<file path="src/rtl/immgen_pkg.sv">
// immgen_pkg: immediate-format select encodings and the pipeline entry type shared by the immediate generator
package immgen_pkg;
  localparam int XLEN_MAX = 64;
  localparam int TAG_W_MAX = 32;
  localparam logic [2:0] IMM_I     = 3'b000;
  localparam logic [2:0] IMM_S     = 3'b001;
  localparam logic [2:0] IMM_U     = 3'b010;
  localparam logic [2:0] IMM_J     = 3'b011;
  localparam logic [2:0] IMM_B     = 3'b100;
  localparam logic [2:0] IMM_IU    = 3'b101;
  localparam logic [2:0] IMM_SHAMT = 3'b110;
  localparam logic [2:0] IMM_Z     = 3'b111;
  typedef struct packed {
    logic [XLEN_MAX-1:0]  imm;
    logic [XLEN_MAX-1:0]  target;
    logic [XLEN_MAX-1:0]  pc;
    logic [TAG_W_MAX-1:0] tag;
  } entry_t;
endpackage

</file>
<file path="src/rtl/immgen_core.sv">
// immgen_core: combinational RISC-V immediate decode to XLEN bits; IMMGEN_SHAMT_EN turns sel 110 into a zero-extended shamt, otherwise it decodes as I
module immgen_core
  import immgen_pkg::*;
#(
  parameter int XLEN = 32
) (
  input  logic [31:0]     instr,
  input  logic [2:0]      sel,
  output logic [XLEN-1:0] imm
);
  logic [31:0] imm32;
  logic        unused_op;
  always_comb begin
    imm32 = sel == IMM_S  ? {{20{instr[31]}}, instr[31:25], instr[11:7]}
          : sel == IMM_U  ? {instr[31:12], 12'b0}
          : sel == IMM_J  ? {{12{instr[31]}}, instr[19:12], instr[20], instr[30:21], 1'b0}
          : sel == IMM_B  ? {{20{instr[31]}}, instr[7], instr[30:25], instr[11:8], 1'b0}
          : sel == IMM_IU ? {20'b0, instr[31:20]}
          : sel == IMM_Z  ? 32'b0
`ifdef IMMGEN_SHAMT_EN
          : sel == IMM_SHAMT ? (XLEN == 64 ? {26'b0, instr[25:20]} : {27'b0, instr[24:20]})
`endif
          : {{20{instr[31]}}, instr[31:20]};
  end
  // Zero-extended formats have bit 31 clear, so one sign extension serves every format.
  assign imm = XLEN'($signed(imm32));
  assign unused_op = ^instr[6:0];
endmodule

</file>
<file path="src/rtl/immgen_pipe.sv">
// immgen_pipe: registered immediate/target generator with valid-ready skid buffer and sync flush (IMMGEN_SHAMT_EN selects shamt decode for sel 110)
module immgen_pipe
  import immgen_pkg::*;
#(
  parameter int XLEN  = 32,
  parameter int TAG_W = 5
) (
  input  logic             clk,
  input  logic             rst_n,
  input  logic             flush,
  input  logic             in_valid,
  output logic             in_ready,
  input  logic [31:0]      in_instr,
  input  logic [XLEN-1:0]  in_pc,
  input  logic [2:0]       in_sel,
  input  logic [TAG_W-1:0] in_tag,
  output logic             out_valid,
  input  logic             out_ready,
  output logic [XLEN-1:0]  out_imm,
  output logic [XLEN-1:0]  out_target,
  output logic [XLEN-1:0]  out_pc,
  output logic [TAG_W-1:0] out_tag
);
  logic [XLEN-1:0] imm;
  logic [XLEN-1:0] target;
  entry_t          in_e;
  entry_t          main_q;
  entry_t          skid_q;
  logic            main_v;
  logic            skid_v;
  logic            acc;
  logic            pop;
  logic            unused_main;
  immgen_core #(.XLEN(XLEN)) u_core (
    .instr(in_instr),
    .sel  (in_sel),
    .imm  (imm)
  );
  assign target = in_pc + imm;
  assign in_e = '{imm: XLEN_MAX'(imm), target: XLEN_MAX'(target), pc: XLEN_MAX'(in_pc), tag: TAG_W_MAX'(in_tag)};
  assign in_ready = !skid_v;
  assign acc = in_valid && in_ready;
  assign pop = main_v && out_ready;
  always_ff @(posedge clk or negedge rst_n) begin
    if (!rst_n) begin
      main_v <= 1'b0;
      skid_v <= 1'b0;
      main_q <= '0;
      skid_q <= '0;
    end else if (flush) begin
      main_v <= 1'b0;
      skid_v <= 1'b0;
    end else if (pop) begin
      // A full skid means in_ready was low, so nothing can be accepted on this edge.
      if (skid_v) begin
        main_q <= skid_q;
        skid_v <= 1'b0;
      end else begin
        main_v <= acc;
        if (acc) main_q <= in_e;
      end
    end else if (main_v) begin
      if (acc) begin
        skid_q <= in_e;
        skid_v <= 1'b1;
      end
    end else if (acc) begin
      main_q <= in_e;
      main_v <= 1'b1;
    end
  end
  assign out_valid   = main_v;
  assign out_imm     = main_q.imm[XLEN-1:0];
  assign out_target  = main_q.target[XLEN-1:0];
  assign out_pc      = main_q.pc[XLEN-1:0];
  assign out_tag     = main_q.tag[TAG_W-1:0];
  assign unused_main = ^main_q;
endmodule

</file>
<file path="config.mk">
export PLATFORM = sky130hd
export DESIGN_NAME = immgen_pipe
export DESIGN_NICKNAME = d
export VERILOG_FILES = /design/src/rtl/immgen_pkg.sv /design/src/rtl/immgen_core.sv /design/src/rtl/immgen_pipe.sv
export SDC_FILE = /design/constraint.sdc
export NUM_CORES = 1
export LEC_CHECK = 0
export BUFFER_PORTS_ARGS = -buffer_cell sky130_fd_sc_hd__buf_2
export CAP_MARGIN = 10
export CORE_MARGIN = 2
export CORE_UTILIZATION = 30
export DETAILED_ROUTE_END_ITERATION = 8
export HOLD_SLACK_MARGIN = 0.06
export PLACE_DENSITY = 0.46
export REMOVE_ABC_BUFFERS = 1
export SLEW_MARGIN = 20
export SYNTH_ARGS = -nofsm -noshare
export SYNTH_HDL_FRONTEND = slang
export SYNTH_HIERARCHICAL = 1
export SYNTH_SLANG_ARGS = --single-unit
</file>
<file path="constraint.sdc">
create_clock -name clk -period 2.2 [get_ports clk]
set_input_delay 0.44 -clock clk [delete_from_list [all_inputs] [get_ports clk]]
set_output_delay 0.44 -clock clk [all_outputs]
set_load 0.05 [all_outputs]
</file>
---- Word-level counts from Yosys, hierarchy flattened ----
Index checks and enable logic that the tools add are counted.
cells by class
  add/sub/neg operators ................... 1
  mux-type cells .......................... 19
  bitwise gates (word level) .............. 2
  equality and inequality tests ........... 8
  reductions and logical operators ........ 8
operator list
  cell                count
  $mux 224            4
  $mux 32             6
  $add 32x32->32      1
  $eq 3x3->1 const B  3
  $mux 1              9
  $eq 3x2->1 const B  2
  $reduce_bool 3->1   2
  $reduce_and 2->1    2
  $reduce_and 4->1    1
  $eq 3x1->1 const B  1
  $ne 3x3->1 const B  1
  $logic_and 1x1->1   2
  $ne 2x1->1 const B  1
  $not 1->1           2
  $logic_not 1->1     1
storage, ports and cells
  flip-flop bits (word level) ............. 327
  output and inout port bits .............. 103

---- Logic depth before layout (Yosys ltp) ----
Gate-level depths: netlist (run 1).
  depth in word-level cells ............... 11
  mapped depth ............................ 15
  mapped depth without buffers ............ 13

---- Cells and area by module ----
The synthesis (run 1) kept the hierarchy.
by module, submodules not included
  module       cells an instance  instances  area an instance (µm²)
  immgen_pipe  1,114              1          9,836.9
  immgen_core  87                 1          525.5

---- Worst setup path after synthesis (run 1) ----
No wires, ideal clock.
  kind .................................... in2reg
  start point ............................. in in_sel[0]
  end point ............................... reg skid_q[124] (netlist bit)
  data required time ...................... 2.075 ns
  setup time .............................. 0.125 ns
  slack ................................... -0.895 ns
  stages .................................. 14
  buffers on the path ..................... 1
  data arrival time ....................... 2.970 ns
  cell sequence ........................... buf_4 -> xor2_1 -> a21oi_1 -> o21ai_1 -> ha_1 -> fa_1 -> a21o_1 -> a221oi_2 -> or3_1 -> o211ai_2 -> nand3_2 -> and3_4 -> a311oi_2 -> mux2_4
on the way
  cells in the longest elaborated chain, start to end .. 8
  elaborated cells on any way between the ends .. 13
  those cells by class .................... 1 x add/sub; 6 x eq/ne; 6 x mux
RTL lines
  what                    line               source
  start: declaration      immgen_pipe.sv:15  input logic [2:0] in_sel,
  $eq 3x3->1              immgen_core.sv:19  : sel == IMM_Z ? 32'b0
  $mux 32                 immgen_core.sv:19
  $mux 32                 immgen_core.sv:18  : sel == IMM_IU ? {20'b0, instr[31:20]}
  $mux 32                 immgen_core.sv:17  : sel == IMM_B ? {{20{instr[31]}}, instr[7], instr[30:25], instr[11:8], 1'b0}
  $mux 32                 immgen_core.sv:16  : sel == IMM_J ? {{12{instr[31]}}, instr[19:12], instr[20], instr[30:21], 1'b0}
  $mux 32                 immgen_core.sv:15  : sel == IMM_U ? {instr[31:12], 12'b0}
  $mux 32 (*)             immgen_core.sv:14  imm32 = sel == IMM_S ? {{20{instr[31]}}, instr[31:25], instr[11:7]}
  via imm[0]              immgen_pipe.sv:24  logic [XLEN-1:0] imm;
  $add 32x32->32 (*)      immgen_pipe.sv:39  assign target = in_pc + imm;
  end signal: assignment  immgen_pipe.sv:64  skid_q <= in_e;
  end: declaration        immgen_pipe.sv:28  entry_t skid_q;
Mark *: on every way through the listed nets, which the timed path passes. The rest lies on a longest branch.
A chain may end at the register's enable or synchronous reset.

---- Final worst setup path (run 1) ----
Same ends and word-level chain as after synthesis.

==> impl_results.md, run 1 <==
- Layout cells sized above 1: 40.46%
- Root buf cell: clkbuf_16
- Pin count of the biggest net entering global routing: 114
- Register bit count reported by yosys: 204
- DPL Wire Length: 24950 um
- Synth area leader: dfrtp_1
- Grt ovf: 0
- Failing checks: setup timing
- CTS H-Tree Depth: 1
- DIE AREA: 36040 um^2
- Util after Layout: 45.68%
- Sequential power share: 34.5%
- DRC Markers: 0
- Leak pwr: 7.341 nW
- Worst-path clk slew: roughly 0.050 ns
- Unique masters post-synth: between 60 and 70
- Skew final: 0.01079 ns
- Synth async-reset ratio: 100.0%
- Vias in the first global route: between 10000 and 15000
- CP endpoint kind: flip-flop
- Max Cap Viol: 0
- Fin crit period: 2.624 ns
- Combinational power share: a little under two fifths
- Post-Syn Area: 10360 um^2
- Layout area overhead: 51.14%
- R2R cell count: 6
- # IOs: 180
- Placed inst area: about 13000 um^2
- IO Port Bufs: 172
- Psw: 5.732 mW
- Critical R2R Launch: skid_v$_DFFE_PN0P_
- Via count: 10130
- Relative slew slack: between 60% and 70%
- Crit path from: in_sel[0]
- CTS tree: built
- Initial DRC Count: ~470
- Num CTS Buffers: 24
- Worst Hold Launch: in_tag[1]
- GR Util All Layers: slightly below 20%
- Power per cell area: 962.4 nW/um^2
- Die Ht: 189.9 um
- RSZ-0062 raised after global routing: yes
- First-pass GRT wire length: 56850 um
- VDD IR max: 0.6102 mV
- Core ar.: around 34000 um^2
- Pre-CTS setup slack: -1.267 ns
- Placer congestion estimate: 0.8924
- Post-synth EDFFs: 0
- Avg WL per Cell: 17.71 um
- Hold WC Path Type: in -> reg
- Initial Util: 30.22%
- Worst R2R Setup Slack: 0.41 ns
- Worst slew pin tran: 0.5780 ns
- Max Fclk: between 300 and 400 MHz
- Synth top area share: between 40 and 50%
- Arrival @ worst endpoint: 3.02 ns
- Drt first pass iters: 4
- Top post-synthesis cells by area: dfrtp_1 (49%), nand2_1 (10%), a21oi_1 (8.1%)
- Dominant synthesized flop cell: dfrtp_1
- Final Max Tran Viols: 0
- Final Cell Area: around 16000 um^2
- Final wirelength: 36400 um
- Worst reg2reg endpoint: out_tag[2]$_DFFE_PN0P_
- Most common cell in the netlist: nand2_1
- CTS Buffer Depth: 3
- Net Sw Frac: 38.03%
- Final Hold Vio Count: 0
- Initial antenna violation count: 3
- CP endpoint: skid_q[124]$_DFFE_PN0P_
- Clk Latency, worst-skew pair: between 0.5 and 0.6 ns
- Sequential area share after synthesis: between 40 and 50%
- Crit path required time: between 2 and 3 ns
- Fin Hold WS: between 0.1 and 0.15 ns
- Critical path launch point type: input pin
- Kind of critical path: in -> reg
- Syn avg cell area: 8.628 um^2
- Number of clock sinks: 204
- Nets: between 1500 and 2000
- Critical path fanouts, max: 6
- Mapped Cells: ~1200
- Final Setup Violations: 51
- Top cells by count, synth: nand2_1 (289), dfrtp_1 (204), a21oi_1 (168)
- Status: finished with violations
- Clk pwr share: 28.6%
- Post-DRT Antenna Nets: 0
- DIE WIDTH: between 150 and 200 um
- Fin worst setup slack: -0.4240 ns
- Non-filler cells, final: 2055
- Placed cells: ~2000
- Int Pwr: between 9 and 10 mW
- Vias per cell: slightly below 5
- Post-route clock period utilization: 119.3%
- # rows: 68
- YS warnings: 6
==> layout make-up <==
cell class                 instances  area, um^2
inverter                          19       71.32
multi-input combinational        896        5963
fill                            3329       18630
timing repair buffer             438        3103
antenna                            1       2.502
clock buffer                      30       674.4
clock inverter                    12       172.7
tap                              455       569.3
sequential                       204        5105
==> cells in the final DEF, fill, tap and decap left out, types with 14 or more instances in the layout <==
| cell | count |
|---|---|
| nor2_1 | 97 |
| nand2_1 | 278 |
| o21ai_1 | 22 |
| inv_1 | 18 |
| dfrtp_1 | 204 |
| clkbuf_16 | 25 |
| o21ai_2 | 14 |
| buf_6 | 16 |
| buf_2 | 167 |
| o22ai_1 | 92 |
| a21oi_2 | 30 |
| a21oi_1 | 133 |
| o21ai_0 | 16 |
| buf_4 | 240 |
| ha_4 | 18 |
==> worst min path at each step <==
stage	endpoint	slack, ns	cells after the start
after floorplan	out_imm[0]$_DFFE_PN0P_	0.14	0
after global placement	out_pc[15]$_DFFE_PN0P_	0.38	1
after detailed placement	out_pc[14]$_DFFE_PN0P_	0.39	1
after CTS	skid_q[1]$_DFFE_PN0P_	0.10	3
after global routing	skid_q[0]$_DFFE_PN0P_	0.13	3
final	skid_q[1]$_DFFE_PN0P_	0.13	3
==> sequential cells by signal, indices dropped and copies added (netlist names) <==
register	flops
out_target	32
skid_v	1
skid_q	101
out_valid	1
out_pc	32
out_tag	5
out_imm	32
==> metrics by stage <==
| stage | power, mW | TNS [ns] |
|---|---|---|
| 2_1_floorplan | 8.346 | -928.96 |
| 3_3_place_gp | 10.08 | -54.79 |
| 3_5_place_dp | 10.15 | -58.57 |
| 4_1_cts | 14.98 | -10.52 |
| 5_1_grt | 15.88 | -16.19 |
| 6_report | 15.07 | -11.93 |
==> critical path, stage by stage <==
cell	delay [ns]
buf_12	0.11
xor2_1	0.16
a21oi_2	0.16
o21ai_2	0.09
ha_2	0.20
fa_2	0.36
a21o_4	0.24
a221oi_4	0.30
or3_4	0.19
o211ai_4	0.09
nand3_2	0.11
and3_4	0.20
a311oi_2	0.10
mux2_4	0.27
==> layer usage <==
layer	GRT usage [%]	wire length, um	up-vias	share of wire, %
li1	-	-	4944	-
met3	2.896	1457	53	4.0
met2	32.14	16930	201	47
met4	4.264	684	4	1.9
met1	27.92	17300	4931	48
met5	0	27	-	0.074
==> power by group through the flow <==
stage / Sequential (mW) / Combinational, mW / Clock [mW]
2_1_floorplan: 6.67 / 1.68 / 0
3_3_place_gp: 5.23 / 4.85 / 0
3_5_place_dp: 5.26 / 4.89 / 0
4_1_cts: 5.20 / 5.38 / 4.41
5_1_grt: 5.32 / 6.00 / 4.56
6_report: 5.20 / 5.57 / 4.30
==> repair_timing <==
action,CTS,global route
endpoints found under the setup margin,52,55
endpoints found under the hold margin,41,0
pin swaps,85,38
cloned,0,0
gates resized for setup,170,74
hold buffers,1,0
buffers inserted,47,7
==> cell families (layout without fill, tap and decap cells) <==
group / Yosys count / in the layout / share of synthesized area [%]
xor gates and xnor gates: 30 / 30 / 2.717
muxes: 8 / 8 / 0.8452
DFF: 204 / 204 / 49.26
other: 0 / 1 / 0
and+or+nand+nor: 447 / 447 / 17.62
adders and majority gates: 32 / 32 / 3.936
AOI/OAI and AO/OA: 379 / 379 / 21.37
buffers and inverters: 101 / 499 / 4.250
Note: power is estimated with default switching activity, not from simulation.
==> run 2: changes to the inputs <==
--- a/config.mk
+++ b/config.mk
@@ -13,8 +13,10 @@
 export HOLD_SLACK_MARGIN = 0.06
 export PLACE_DENSITY = 0.46
 export REMOVE_ABC_BUFFERS = 1
+export SKIP_CTS_REPAIR_TIMING = 1
 export SLEW_MARGIN = 20
 export SYNTH_ARGS = -nofsm -noshare
 export SYNTH_HDL_FRONTEND = slang
 export SYNTH_HIERARCHICAL = 1
 export SYNTH_SLANG_ARGS = --single-unit
+export TNS_END_PERCENT = 10
==> impl_results.md, run 2 (synthesis results as in run 1) <==
- # rows: around 70
- Critical path launch point type: input pin
- Kind of critical path: in -> reg
- DIE AREA: approximately 36000 um^2
- Die Ht: approximately 190 um
- Failing checks: setup timing
- Grt ovf: 0
- Fin Hold WS: between 0.1 and 0.15 ns
- Cells on Worst Hold Path: 3
- Via count: 9974
- Fin crit period: 2.608 ns
- Clk Latency, worst-skew pair: 0.52 ns
- Critical path fanouts, max: 8
- Relative slew slack: 62.23%
- Pre-CTS setup slack: -1.267 ns
- Vias per cell: slightly below 5
- VDD IR max: 0.5774 mV
- First-pass GRT wire length: 55370 um
- Layout area overhead: 44.53%
- Initial antenna violation count: 3
- # IOs: 180
- Pwr Total: 14.75 mW
- Most frequent cells in the layout: nand2_1 (284), buf_4 (216), dfrtp_1 (204), buf_2 (168), a21oi_1 (139)
- Util after Layout: 43.68%
- Most common cell after layout, fill and taps aside: nand2_1
- CP top delay family: compound AO/OA/AOI/OAI gates
- Post-DRT Antenna Nets: 0
- Skew final: 0.01253 ns
- Initial Util: 30.22%
- Number of clock sinks: 204
- Hold-critical path endpoint: skid_q[1]$_DFFE_PN0P_
- CP endpoint kind: flip-flop
- Drt first pass iters: 4
- Avg WL per Cell: ~18 um
- Worst slew pin tran: 0.5665 ns
- Arrival @ worst endpoint: 3.01 ns
- Final Hold Vio Count: 0
- Vias in the first global route: 9703
- Pin count of the biggest net entering global routing: 114
- Power per cell area: 985.0 nW/um^2
- CP Buf/Inv Count: 1
- GR Util All Layers: 19.26%
- IO Port Bufs: 172
- Final Max Tran Viols: 0
- Leak pwr: ~7.1 nW
- Hold WC Path Type: in -> reg
- Core ar.: ~34000 um^2
- CTS H-Tree Depth: 1
- RSZ-0062 raised after global routing: yes
- Most flops, register: skid_q
- Max Fclk: 383.4 MHz
- Nets: around 1700
- Post-route clock period utilization: 118.6%
- Crit path required time: 2.60 ns
- Fin worst setup slack: -0.4084 ns
- Placer congestion estimate: roughly 0.89
- DPL Wire Length: 24950 um
- Initial DRC Count: 434
- Final wirelength: 35720 um
- CP Cell Sequence: buf_12 > xor2_4 > a21oi_4 > o21ai_2 > ha_2 > fa_2 > a21o_4 > a221oi_4 > or3_4 > o211ai_4 > nand3_2 > and3_4 > a311oi_2 > mux2_4
- CP max stage cell: fa_2
- Max Cap Viol: 0
- Worst-path clk slew: roughly 0.05 ns
- Worst Hold Launch: in_tag[1]
- R2R cell count: 5
- Worst reg2reg endpoint: skid_q[101]$_DFFE_PN0P_
- Final setup TNS: -12.40 ns
- DIE WIDTH: 189.9 um
- CTS Buffer Depth: 3
- CTS tree: built
- Status: finished with violations
- Critical R2R Launch: out_valid$_DFFE_PN0P_
- Largest register FFs: 101
- Root buf cell: clkbuf_16
- Layout cells sized above 1: 36.87%
- DRC Markers: 0
- Final Setup Violations: 44
- Worst R2R Setup Slack: roughly 0.42 ns
- Num CTS Buffers: 24
- Slowest Stage Delay on Critical Path: 0.38 ns
[run 2: cell types whose count changed in the layout (fill, tap and decap cells not counted), moves of 6 or more]
| cell | previous run | this run |
|---|---|---|
| nand2_1 | 278 | 284 |
| ha_1 | 10 | 16 |
| a21oi_1 | 133 | 139 |
| buf_6 | 16 | 5 |
| buf_4 | 240 | 216 |
[run 2: worst max-delay path by stage]
| stage | end | slack, ns | from | cells past startpoint |
|---|---|---|---|---|
| finish | skid_q[124]$_DFFE_PN0P_ | -0.41 | in_sel[1] | 14 |
| global route | skid_q[123]$_DFFE_PN0P_ | -0.53 | in_instr[31] | 15 |
| CTS | skid_q[119]$_DFFE_PN0P_ | -0.73 | in_sel[1] | 15 |
| detailed placement | skid_q[119]$_DFFE_PN0P_ | -1.27 | in_sel[1] | 15 |
| global placement | skid_q[125]$_DFFE_PN0P_ | -1.19 | in_sel[1] | 15 |
| floorplan | skid_q[105]$_DFFE_PN0P_ | -5.28 | skid_v$_DFFE_PN0P_ | 4 |
[run 2: layer usage]
| layer | GRT usage (%) | part of all wire [%] | vias to the layer above |
|---|---|---|---|
| met3 | 2.896 | 4.4 | 42 |
| li1 | - | - | 4879 |
| met2 | 31.15 | 46 | 217 |
| met5 | 0 | 0.076 | - |
| met1 | 27.59 | 48 | 4832 |
| met4 | 3.429 | 1.4 | 4 |
[run 2: layout make-up]
type	count	area (um^2)
flip-flops and latches	204	5105
multi-input cells	896	5578
inverters	19	71.32
clock inverters	12	172.7
diodes	1	2.502
fillers	3408	19310
well taps	455	569.3
repair buffers	404	2804
clock buffers	30	674.4
[run 2: worst reg2reg max path, delay by kind of cell, from the launching register on]
kind,cells,cell delay [ns]
flip-flops,1,0.55
AND/OR/NAND/NOR,4,0.87
buffers and inverters,1,0.25
[run 2: power by group]
group | switching (mW) | total (mW) | internal [mW]
sequential | 0.512 | 5.20 | 4.68
combinational | 3.42 | 5.25 | 1.83
clock | 1.67 | 4.30 | 2.64
[run 2: through the flow]
| stage | cell area, um^2 | instances |
|---|---|---|
| 2_1_floorplan | 9993 | 1119 |
| 3_3_place_gp | 13220 | 1959 |
| 3_5_place_dp | 13220 | 1959 |
| 4_1_cts | 14070 | 2001 |
| 5_1_grt | 14980 | 2021 |
| 6_report | 14980 | 2021 |
==> run 3: changes to the inputs <==
--- a/config.mk
+++ b/config.mk
@@ -7,6 +7,7 @@
 export LEC_CHECK = 0
 export BUFFER_PORTS_ARGS = -buffer_cell sky130_fd_sc_hd__buf_2
 export CAP_MARGIN = 10
+export CORE_ASPECT_RATIO = 1.75
 export CORE_MARGIN = 2
 export CORE_UTILIZATION = 30
 export DETAILED_ROUTE_END_ITERATION = 8
@@ -17,6 +18,5 @@
 export SLEW_MARGIN = 20
 export SYNTH_ARGS = -nofsm -noshare
 export SYNTH_HDL_FRONTEND = slang
-export SYNTH_HIERARCHICAL = 1
 export SYNTH_SLANG_ARGS = --single-unit
 export TNS_END_PERCENT = 10
==> impl_results.md, run 3 <==
- Most common cell after layout, fill and taps aside: nand2_1
- Final Setup Violations: 53
- Multiplexer share of the synthesized area: under 10%
- Layout area overhead: 37.05%
- Grt ovf: 0
- Post-synth EDFFs: 0
- IO Port Bufs: 172
- Final Max Tran Viols: 0
- DPL Wire Length: ~24000 um
- Worst-path clk slew: 0.06 ns
- First-pass GRT wire length: 53050 um
- Post-synthesis simple-gate area fraction: 16.88%
- Int Pwr: 8.766 mW
- CTS H-Tree Depth: 1
- Most frequent cells in the layout: nand2_1 (283), dfrtp_1 (204), buf_4 (177), buf_2 (170), a21oi_1 (138)
- Crit path required time: approximately 2.6 ns
- Fin worst setup slack: -0.6717 ns
- GR Util All Layers: between 10% and 20%
- Avg WL per Cell: 17.70 um
- DRC Markers: 0
- CP Cell Sequence: buf_8 > buf_8 > xnor2_4 > buf_6 > mux2i_2 > o22ai_2 > ha_1 > o211ai_2 > o211ai_2 > nand4b_4 > a21oi_4 > buf_4 > a2111oi_4 > a311oi_2 > xnor2_1 > a21oi_1
- Critical path fanouts, max: 5
- Pwr Total: 14.14 mW
- Fin crit period: about 2.9 ns
- Max Fclk: 348.2 MHz
- # rows: 89
- Clk Latency, worst-skew pair: 0.53 ns
- Largest register FFs: 101
- Num CTS Buffers: 23
- Fin Hold WS: between 0.1 and 0.15 ns
- YS warnings: 0
- Critical path launch point type: input pin
- Kind of critical path: in -> reg
- Mapped Cells: 1158
- FILL cells: about 3500
- Die Ht: between 200 and 250 um
- Largest family of logic cells by synthesized area: compound AO/OA/AOI/OAI gates
- Synth top area share: 50.16%
- Drt first pass iters: 5
- Worst Hold Launch: in_tag[0]
- Via count: 9428
- Sequential power share: a little over a third
- Pin count of the biggest net entering global routing: 89
- Combinational power share: 33.9%
- Power per cell area: 1014 nW/um^2
- Arrival @ worst endpoint: 3.25 ns
- Synth async-reset ratio: 100.0%
- CTS tree: built
- Initial Util: a little under a third
- Clk pwr share: about 30%
- Net Sw Frac: a little under two fifths
- Unique masters post-synth: 63
- Placer congestion estimate: 0.8995
- Final wirelength: 34330 um
- Initial DRC Count: 444
- Final Hold Vio Count: 0
- Top cells by count, synth: nand2_1 (284), dfrtp_1 (204), a21oi_1 (143)
- CTS Buffer Depth: 3
- Post-route clock period utilization: 130.5%
- XOR/XNOR Fraction of Synth Area: under 10%
- Layout cells sized above 1: 31.29%
- DIE AREA: between 30000 and 40000 um^2
- Slowest Stage Delay on Critical Path: roughly 0.34 ns
- Util after Layout: roughly two fifths
- Crit path from: in_sel[2]
- Initial antenna violation count: 3
- RSZ-0062 raised after global routing: yes
- Number of clock sinks: 204
- Post-Syn Area: 10180 um^2
- Vias per cell: ~4.9
- Pre-CTS setup slack: -1.273 ns
- Sequential area share after synthesis: 50.16%
- CP endpoint kind: flip-flop
- Post-DRT Antenna Nets: 0
- Most flops, register: skid_q
- CP max stage cell: ha_1
- Core ar.: around 34000 um^2
- Syn avg cell area: 8.789 um^2
- Failing checks: setup timing
- Top post-synthesis cells by area: dfrtp_1 (50%), nand2_1 (10%), a21oi_1 (7.0%)
- Post-Synth Adder-Cell Area: ~4.0%
- Most common cell in the netlist: nand2_1
- Root buf cell: clkbuf_16
- # IOs: 180
- Complex-gate fraction of the synthesized area: about a fifth
- Synth area leader: dfrtp_1
- Relative slew slack: 32.13%
- Critical R2R Launch: skid_v$_DFFE_PN0P_
- Final setup TNS: -24.17 ns
- Skew final: 0.01463 ns
- Register bit count reported by yosys: slightly above 200
- Hold WC Path Type: in -> reg
- VDD IR max: 0.5743 mV
- DIE WIDTH: 143.2 um
- Worst slew pin tran: 1.014 ns
- Status: finished with violations
- Dominant synthesized flop cell: dfrtp_1
- Psw: 5.371 mW
- Nets: 1576
- Max Cap Viol: 0
- Leak pwr: 6.748 nW
- Vias in the first global route: about 9500
## run 3: cell count changes after synthesis, moves of 5 or more
cell,previous run,this run
nand4_1,8,2
a21oi_1,168,143
mux2_2,2,7
buf_2,15,6
nor2_1,104,110
o21ai_1,6,11
o21ai_0,47,40
nand2_1,289,284
inv_1,18,12
clkbuf_1,52,68
nand3_1,9,3
## run 3: worst max-delay path: cells and delay by family
| kind | cells | cell delay (ns) |
|---|---|---|
| adder cells (fa/ha/maj) | 1 | 0.34 |
| XOR/XNOR | 2 | 0.37 |
| AO/OA/AOI/OAI | 7 | 1.14 |
| buffers and inverters | 4 | 0.54 |
| multiplexers | 1 | 0.25 |
| AND/OR/NAND/NOR | 1 | 0.16 |
## run 3: cell families after synthesis
group / Yosys count
AND/OR/NAND/NOR: 429
AO/OA/AOI/OAI: 358
multiplexers: 12
buffers and inverters: 91
adder cells (fa/ha/maj): 32
flip-flops: 204
XOR/XNOR: 32
## run 3: per-stage QoR
| stage | std cells | area (um^2) |
|---|---|---|
| floorplan | 1080 | 9873 |
| global route | 1939 | 13950 |
| CTS | 1929 | 13660 |
| detailed placement | 1888 | 12850 |
| global placement | 1888 | 12850 |
| finish | 1939 | 13950 |
## run 3: layout make-up
type	count	area, um^2	share of cell area [%]
flip-flops and latches	204	5105	36.60
multi-input cells	863	4971	35.64
repair buffers	362	2445	17.53
clock buffers	30	641.9	4.602
well taps	455	569.3	4.081
clock inverters	11	165.2	1.184
inverters	13	48.80	0.3498
diodes	1	2.502	0.01794
## run 3: final timing paths
kind | endpoint | slack (ns) | cells past startpoint
hold reg to reg | skid_q[3]$_DFFE_PN0P_ | 0.47 | 2
setup / recovery | out_target[29]$_DFFE_PN0P_ | -0.67 | 16
hold / removal | skid_q[0]$_DFFE_PN0P_ | 0.12 | 3
min in group asynchronous | out_pc[4]$_DFFE_PN0P_ | 0.37 | 2
setup reg to reg | out_target[31]$_DFFE_PN0P_ | 0.39 | 4
max in group asynchronous | out_pc[16]$_DFFE_PN0P_ | 1.09 | 3
## run 3: power by group through the flow
| stage | Sequential, mW | Combinational (mW) | Clock [mW] |
|---|---|---|---|
| final | 5.17 | 4.80 | 4.17 |
| after global routing | 5.28 | 5.21 | 4.43 |
| after CTS | 5.17 | 4.74 | 4.28 |
| after detailed placement | 5.24 | 4.73 | 0 |
| after global placement | 5.20 | 4.69 | 0 |
| after floorplan | 6.65 | 1.64 | 0 |
## run 3: per-layer routing
layer / track usage (%) / share of wire (%) / vias up
met5: 0 / 0.061 / -
met4: 5.392 / 2.3 / 4
met3: 2.219 / 3.2 / 52
met2: 36.03 / 54 / 154
met1: 22.67 / 40 / 4581
li1: - / - / 4637
